## config.mk

```make
export PLATFORM = sky130hd
export DESIGN_NAME = exec_stage
export DESIGN_NICKNAME = d
export VERILOG_FILES = /design/src/rtl/exec_pkg.sv /design/src/rtl/exec_stage_seq_mul.sv /design/src/rtl/exec_stage.sv
export SDC_FILE = /design/constraint.sdc
export NUM_CORES = 1
export LEC_CHECK = 0
export CAP_MARGIN = 20
export CORE_UTILIZATION = 55
export DETAILED_ROUTE_END_ITERATION = 10
export PLACE_DENSITY = 0.86
export SLEW_MARGIN = 20
export SYNTH_ARGS = -nofsm -noshare
export SYNTH_HDL_FRONTEND = slang
export SYNTH_SLANG_ARGS = --single-unit
```

## constraint.sdc

```tcl
create_clock -name clk -period 1.6 [get_ports clk]
set_input_delay 0.48 -clock clk [delete_from_list [all_inputs] [get_ports clk]]
set_output_delay 0.48 -clock clk [all_outputs]
set_load 0.03 [all_outputs]
```

## src/rtl/exec_pkg.sv

```systemverilog
// exec_pkg: shared constants and types for the execute stage.
//   - default operand/result width, register index width and multiplier iteration count
//   - opcode constants OP_ADD..OP_MUL
//   - FSM state enum and a helper that classifies single-cycle ALU opcodes
package exec_pkg;

  localparam int unsigned EXEC_WIDTH      = 32;
  localparam int unsigned EXEC_AW         = 5;
  localparam int unsigned EXEC_MUL_CYCLES = 32;
  localparam int unsigned OPW             = 4;

  localparam logic [OPW-1:0] OP_ADD = 4'd0;
  localparam logic [OPW-1:0] OP_SUB = 4'd1;
  localparam logic [OPW-1:0] OP_AND = 4'd2;
  localparam logic [OPW-1:0] OP_OR  = 4'd3;
  localparam logic [OPW-1:0] OP_XOR = 4'd4;
  localparam logic [OPW-1:0] OP_SLL = 4'd5;
  localparam logic [OPW-1:0] OP_SRL = 4'd6;
  localparam logic [OPW-1:0] OP_SLT = 4'd7;
  localparam logic [OPW-1:0] OP_MUL = 4'd8;

  typedef enum logic [0:0] {
    ST_IDLE = 1'b0,
    ST_MUL  = 1'b1
  } state_e;

  // Opcodes 0..7 complete in one cycle on the ALU.
  function automatic logic is_alu_op(input logic [OPW-1:0] op);
    return (op <= OP_SLT);
  endfunction

endpackage

```

## src/rtl/exec_stage_seq_mul.sv

```systemverilog
// seq_mul: iterative shift-add multiplier, one partial product per cycle.
//   clk, rst_n        clock, async active-low reset (aborts any multiply)
//   start             load operands, clear accumulator, counter = 0
//   mcand, mplier     operands sampled on start
//   done_c            high during the final iteration cycle
//   product_c         low WIDTH bits of the product, valid while done_c
module seq_mul
  import exec_pkg::*;
#(
  parameter int unsigned WIDTH  = EXEC_WIDTH,
  parameter int unsigned CYCLES = EXEC_MUL_CYCLES
) (
  input  logic             clk,
  input  logic             rst_n,
  input  logic             start,
  input  logic [WIDTH-1:0] mcand,
  input  logic [WIDTH-1:0] mplier,
  output logic             done_c,
  output logic [WIDTH-1:0] product_c
);

  localparam int unsigned CW = (CYCLES > 1) ? $clog2(CYCLES) : 1;

  logic             running;
  logic [CW-1:0]    cnt;
  logic [WIDTH-1:0] acc;
  logic [WIDTH-1:0] mc;
  logic [WIDTH-1:0] mp;
  logic [WIDTH-1:0] acc_next_c;

  // Accumulate the shifted multiplicand when the current multiplier bit is set.
  always_comb begin
    acc_next_c = mp[0] ? (acc + mc) : acc;
    done_c     = running && (cnt == CW'(CYCLES - 1));
    product_c  = acc_next_c;
  end

  // Iteration registers; upper product bits fall off the left of mc.
  always_ff @(posedge clk or negedge rst_n) begin
    if (!rst_n) begin
      running <= 1'b0;
      cnt     <= '0;
      acc     <= '0;
      mc      <= '0;
      mp      <= '0;
    end else if (start) begin
      running <= 1'b1;
      cnt     <= '0;
      acc     <= '0;
      mc      <= mcand;
      mp      <= mplier;
    end else if (running) begin
      acc <= acc_next_c;
      mc  <= mc << 1;
      mp  <= mp >> 1;
      cnt <= cnt + CW'(1);
      if (done_c) running <= 1'b0;
    end
  end

endmodule

```

## src/rtl/exec_stage.sv

```systemverilog
// exec_stage: execute stage feeding the register file write port.
//   clk, rst_n              clock, async active-low reset
//   in_valid, in_ready      issue handshake (transfer when both high)
//   op, opa, opb, dest      opcode, operands, destination register
//   wb_en, wb_addr, wb_data registered write-back (wb_en suppressed for dest 0)
//   err                     one-cycle pulse after accepting an illegal opcode
//   busy                    multiplier in progress
// Build option: define EXEC_MUL_EN to execute opcode 8 on the iterative
// multiplier; otherwise opcode 8 is illegal, busy is 0 and in_ready is 1.
module exec_stage
  import exec_pkg::*;
#(
  parameter int unsigned WIDTH      = EXEC_WIDTH,
  parameter int unsigned AW         = EXEC_AW,
  parameter int unsigned MUL_CYCLES = EXEC_MUL_CYCLES
) (
  input  logic             clk,
  input  logic             rst_n,
  input  logic             in_valid,
  output logic             in_ready,
  input  logic [OPW-1:0]   op,
  input  logic [WIDTH-1:0] opa,
  input  logic [WIDTH-1:0] opb,
  input  logic [AW-1:0]    dest,
  output logic             wb_en,
  output logic [AW-1:0]    wb_addr,
  output logic [WIDTH-1:0] wb_data,
  output logic             err,
  output logic             busy
);

  logic             accept_c;
  logic             alu_ok_c;
  logic [WIDTH-1:0] alu_res_c;
  logic [4:0]       shamt_c;
  logic             lt_c;

  logic             wb_en_d;
  logic [AW-1:0]    wb_addr_d;
  logic [WIDTH-1:0] wb_data_d;
  logic             err_d;

  assign accept_c = in_valid && in_ready;

  // Single-cycle ALU; only the low five bits of opb form a shift amount.
  always_comb begin
    shamt_c   = opb[4:0];
    lt_c      = $signed(opa) < $signed(opb);
    alu_ok_c  = is_alu_op(op);
    alu_res_c = '0;
    case (op)
      OP_ADD:  alu_res_c = opa + opb;
      OP_SUB:  alu_res_c = opa - opb;
      OP_AND:  alu_res_c = opa & opb;
      OP_OR:   alu_res_c = opa | opb;
      OP_XOR:  alu_res_c = opa ^ opb;
      OP_SLL:  alu_res_c = opa << shamt_c;
      OP_SRL:  alu_res_c = opa >> shamt_c;
      OP_SLT:  alu_res_c = {{(WIDTH-1){1'b0}}, lt_c};
      default: alu_res_c = '0;
    endcase
  end

`ifdef EXEC_MUL_EN
  state_e           state;
  state_e           next_state;
  logic [AW-1:0]    dest_q;
  logic             mul_start_c;
  logic             mul_done_c;
  logic [WIDTH-1:0] mul_prod_c;

  seq_mul #(
    .WIDTH  (WIDTH),
    .CYCLES (MUL_CYCLES)
  ) u_seq_mul (
    .clk       (clk),
    .rst_n     (rst_n),
    .start     (mul_start_c),
    .mcand     (opa),
    .mplier    (opb),
    .done_c    (mul_done_c),
    .product_c (mul_prod_c)
  );

  // Next-state and write-back selection.
  always_comb begin
    next_state  = state;
    mul_start_c = 1'b0;
    wb_en_d     = 1'b0;
    wb_addr_d   = wb_addr;
    wb_data_d   = wb_data;
    err_d       = 1'b0;
    case (state)
      ST_IDLE: begin
        if (accept_c) begin
          if (op == OP_MUL) begin
            mul_start_c = 1'b1;
            next_state  = ST_MUL;
          end else if (alu_ok_c) begin
            wb_en_d   = (dest != '0);
            wb_addr_d = dest;
            wb_data_d = alu_res_c;
          end else begin
            err_d = 1'b1;
          end
        end
      end
      ST_MUL: begin
        if (mul_done_c) begin
          wb_en_d    = (dest_q != '0);
          wb_addr_d  = dest_q;
          wb_data_d  = mul_prod_c;
          next_state = ST_IDLE;
        end
      end
      default: next_state = ST_IDLE;
    endcase
  end

  // State register; in_ready/busy registered from the next state.
  always_ff @(posedge clk or negedge rst_n) begin
    if (!rst_n) begin
      state    <= ST_IDLE;
      in_ready <= 1'b1;
      busy     <= 1'b0;
      dest_q   <= '0;
    end else begin
      state    <= next_state;
      in_ready <= (next_state == ST_IDLE);
      busy     <= (next_state == ST_MUL);
      if (mul_start_c) dest_q <= dest;
    end
  end
`else
  assign in_ready = 1'b1;
  assign busy     = 1'b0;

  // Write-back selection: opcode 8 falls into the illegal path here.
  always_comb begin
    wb_en_d   = 1'b0;
    wb_addr_d = wb_addr;
    wb_data_d = wb_data;
    err_d     = 1'b0;
    if (accept_c) begin
      if (alu_ok_c) begin
        wb_en_d   = (dest != '0);
        wb_addr_d = dest;
        wb_data_d = alu_res_c;
      end else begin
        err_d = 1'b1;
      end
    end
  end
`endif

  // Write-back and error output registers.
  always_ff @(posedge clk or negedge rst_n) begin
    if (!rst_n) begin
      wb_en   <= 1'b0;
      wb_addr <= '0;
      wb_data <= '0;
      err     <= 1'b0;
    end else begin
      wb_en   <= wb_en_d;
      wb_addr <= wb_addr_d;
      wb_data <= wb_data_d;
      err     <= err_d;
    end
  end

endmodule

```

==> flow_summary.yaml, run 1 <==
clock_network:
  hold_buffers: 0
  cts-resized-gates: 463
  post-cts-setup-buffers: 54
  htree_levels: 2
  cts_buffers: 5
  cts.sinks: 39
  cts.root.buffer_cell: "clkbuf_16"
  cts.path.max_buffers: 2
synthesis:
  ys_async_sr_fraction: 1.000
  ys.flop_type: "dfrtp_1"
  syn-num-nets: 1585
  yosysSeqAreaShare: 0.1062
  synth_area_um2: 9193
  synth_seq_cells: 39
  yosysWarnings: 0
  synthDistinctLibCells: 72
  synthCells: 1401
  synth-edff-count: 0
  synth.avg_cell_area_um2: 6.561
floorplanning:
  die_w_um: 131.3
  die_y_um: 131.3
  start_util: 0.5704
  num_rows: 46
  ios: 117
placement:
  place_ws_ps: -2357
  dp_hpwl_um: 40300
  gp_congestion: 1.266
  place_inst: 2083
  io_buffers: 114
status:
  flow.stopped_at: "clock tree synthesis (4_1_cts)"
  outcome: "did not finish"
  error_line: "[ERROR DPL-0033] detailed placement checks failed during check placement."
## cells in the mapped netlist (12+ instances only)
master    count  area [um^2]
o21ai_0     126        630.6
mux2i_1      48        480.5
a31oi_1      21        131.4
nand3_1      26        130.1
xnor2_1      23        201.4
nor3_1       31        155.2
inv_1        96        360.4
dfrtp_1      39        975.9
o31ai_1      12        90.09
nand2_1     133        499.2
buf_1        18        67.56
o211ai_1     41        307.8
a221oi_1     17        148.9
nor2_1      176        660.6
o21bai_1     19        142.6
ha_1        106         1326
a211oi_1     30        225.2
clkbuf_1     78        292.8
a21oi_1     174        870.8
nand2b_1     14        87.58
## through the flow
step / TNS [ps] / instance area, um^2 / hold WS, ps / util
3_5_place_dp: -64450 / 13870 / 385.4 / 0.8609
2_1_floorplan: -35620 / 9469 / 184.4 / -
3_3_place_gp: -59870 / 13870 / 381.4 / 0.8609
## kinds of logic after synthesis
family,synth area share
DFF,0.1062
adders and majority gates,0.1486
other,0.0008170
xor gates and xnor gates,0.02382
and+or+nand+nor,0.2053
buffers and inverters,0.08466
muxes,0.06574
AOI/OAI and AO/OA,0.3649
==> run 2: changes to the inputs <==
--- a/config.mk
+++ b/config.mk
@@ -6,9 +6,9 @@
 export NUM_CORES = 1
 export LEC_CHECK = 0
 export CAP_MARGIN = 20
-export CORE_UTILIZATION = 55
+export CORE_UTILIZATION = 40
 export DETAILED_ROUTE_END_ITERATION = 10
-export PLACE_DENSITY = 0.86
+export PLACE_DENSITY_LB_ADDON = 0.15
 export SLEW_MARGIN = 20
 export SYNTH_ARGS = -nofsm -noshare
 export SYNTH_HDL_FRONTEND = slang
==> flow_summary.yaml, run 2 <==
critical_path:
  rrSetupSlack_ps: 420
  r2r_start: "wb_data[0]$_DFFE_PN0P_"
  path_cells: "buf_8 > ha_4 > fa_2 > a211oi_2 > nor2_2 > o31a_1 > a211o_1 > a41o_1 > a211oi_4 > buf_6 > buf_4 > o21ai_0 > o21ai_1 > xnor2_1 > o21ai_1"
  cpMostUsedCell: "o21ai_1"
  critPathRequiredTime_ps: 1810
  critPathArrivalTime_ps: 3290
  crit_fanout: 5
  endpoint_kind: "register"
  worstSetupStartpoint: "opb[0]"
  start_kind: "input port"
  crit_type: "in -> reg"
  reg2reg_to: "wb_data[0]$_DFFE_PN0P_"
  cp_slowest_stage_delay_ps: 340
  crit_slowest_cell: "fa_2"
  r2r_cells: 4
global_routing:
  grt-ovfl-total: 0
  grt_pass1_wl_um: 80990
  gr-usage-all-layers: 0.4547
  antenna_found_initial: 0
  grt_pass1_vias: 13630
  grt_max_degree: 73
placement:
  io_buffers: 114
  gp_congestion: 1.024
  dp_hpwl_um: 40790
  place_inst: 2198
detailed_routing:
  via_per_inst: 6.191
  num_vias: 14170
  drcViolationCount: 0
  wirelength_um: 55000
  wl_per_cell_um: 24.04
  dr.pass1.iters: 8
  postRouteAntennaNets: 0
  drt_iter0_drc: 1691
final_layout:
  top_register: "wb_data"
  largest_reg_flops: 32
  stdcell_count: 2288
  top_regs: "wb_data (32), wb_addr (5)"
  n_fill_cell: 1765
  layout.area.seq_um2: 975.9
  fin_nets: 2185
  layout_commonest_cell: "buf_4"
  area_growth_pct: 84.44
  multi_input_area_um2: 8944
  layout_common_cells: "518 x buf_4, 160 x nor2_1, 125 x a21oi_1"
  drive_above_1_share: 0.4505
worst_hold_path:
  hp-class: "in -> async"
synthesis:
  yosysTopAreaCell: "ha_1"
  synth_seq_cells: 39
  yosysSeqAreaShare: 0.1062
  synthCells: 1401
  ys_async_sr_fraction: 1.000
  synth-edff-count: 0
  ys.flop_type: "dfrtp_1"
  synth_common_cells: "176 x nor2_1, 174 x a21oi_1, 133 x nand2_1, 126 x o21ai_0, 106 x ha_1"
  syn-num-nets: 1585
  synth.area.top_cells: "ha_1 14%, dfrtp_1 11%, a21oi_1 9.5%"
  yosysWarnings: 0
  synth_area_um2: 9193
  synth_top_area_frac: 0.1443
  synth.avg_cell_area_um2: 6.561
  yosysMostFrequentCell: "nor2_1"
  synthDistinctLibCells: 72
timing:
  finalSetupViolCount: 32
  slew_headroom: 0.4408
  fin_setup_tns_ps: -38300
  fmax_mhz: 324.2
  holdWs_ps: 124.4
  finalCritPeriodShare: 1.928
  tightest_slew_ps: 834.3
  skew_ps: 0
  finalHoldViolCount: 0
  fin_ws_ps: -1484
  min_period_ps: 3084
  rsz0062_at_grt: "yes"
  drv_slew: 0
floorplanning:
  core_um2: 22570
  die_area_um2: 23590
  die_y_um: 153.6
  start_util: 0.4073
  die_w_um: 153.6
  ios: 117
  num_rows: 55
status:
  violations: "setup timing"
  outcome: "finished with violations"
clock_network:
  cts.path.max_buffers: 2
  cts_buffers: 5
  cts_tree: "done"
  htree_levels: 2
  cts.sinks: 39
  cts.root.buffer_cell: "clkbuf_16"
  clock_latency_ps: 300
  path_clk_slew_ps: 80
pwr:
  power_w: 0.009140
  power_density_nw_per_um2: 539.1
  ir_drop_mv: 0.4157
  leakage_nw: 7.763
run:
  drv_cap: 0
==> run 2: cell counts after synthesis <==
No cell type changed its count.
==> run 2: worst max-delay path by stage <==
stage	to	slack (ps)	depth (start not counted)
detailed placement	wb_data[21]$_DFFE_PN0P_	-2420	14
floorplan	wb_data[26]$_DFFE_PN0P_	-1580	15
global placement	wb_data[21]$_DFFE_PN0P_	-2330	14
finish	wb_data[22]$_DFFE_PN0P_	-1480	15
CTS	wb_data[26]$_DFFE_PN0P_	-1520	14
global route	wb_data[22]$_DFFE_PN0P_	-1640	15
==> run 2: worst max-delay path, delay by kind of cell <==
kind / cells / cell delay, ps
and+or+nand+nor: 1 / 70
buffers and inverters: 3 / 380
adders and majority gates: 2 / 490
xor gates and xnor gates: 1 / 160
AOI/OAI and AO/OA: 8 / 1710
==> run 2: through the flow <==
step | setup slack, ps | area [um^2] | util
after floorplan | -1584 | 9469 | -
after global placement | -2326 | 14430 | 0.6391
after detailed placement | -2421 | 14430 | 0.6391
after CTS | -1521 | 16550 | 0.7332
after global routing | -1643 | 16950 | 0.7511
final | -1484 | 16960 | 0.7512
==> run 2: logic make-up (layout without fill, tap and decap cells) <==
kind of cell / after synthesis / in the layout / synth area share
flip-flops: 39 / 39 / 0.1062
AO/OA/AOI/OAI: 536 / 536 / 0.3649
adder cells (fa/ha/maj): 108 / 108 / 0.1486
buffers and inverters: 202 / 803 / 0.08466
AND/OR/NAND/NOR: 433 / 433 / 0.2053
other: 2 / 3 / 0.0008170
multiplexers: 56 / 56 / 0.06574
XOR/XNOR: 25 / 25 / 0.02382
==> run 2: metal layers <==
layer  share of wire  GRT usage  wire length [um]
met1            0.39     0.6076             21390
met2            0.42     0.6814             22920
met3            0.14     0.1150              7656
met4           0.055     0.2138              3034
met5               0          0                 0
==> run 2: final cells by class <==
| class | instances | share of cell area |
|---|---|---|
| Antenna cell | 1 | 0.0001476 |
| Clock inverter | 3 | 0.002583 |
| Inverter | 99 | 0.02325 |
| Clock buffer | 5 | 0.007380 |
| Tap cell | 285 | 0.02103 |
| Timing Repair Buffer | 696 | 0.3606 |
| Sequential cell | 39 | 0.05756 |
| Multi-Input combinational cell | 1160 | 0.5275 |
==> run 2: where the power goes <==
part	total, W	internal [W]	switching (W)
registers	0.00128	0.00113	0.000148
logic	0.00659	0.00308	0.00351
clock network	0.00127	0.000739	0.000533
==> run 2: repair_timing <==
item | 4_1_cts | 5_1_grt
hold buffers | 0 | 0
cloned | 9 | 1
pin swaps | 105 | 80
setup buffers | 66 | 14
setup endpoints to repair | 57 | 38
gates resized for setup | 448 | 74
(Power assumes the default switching activity.)
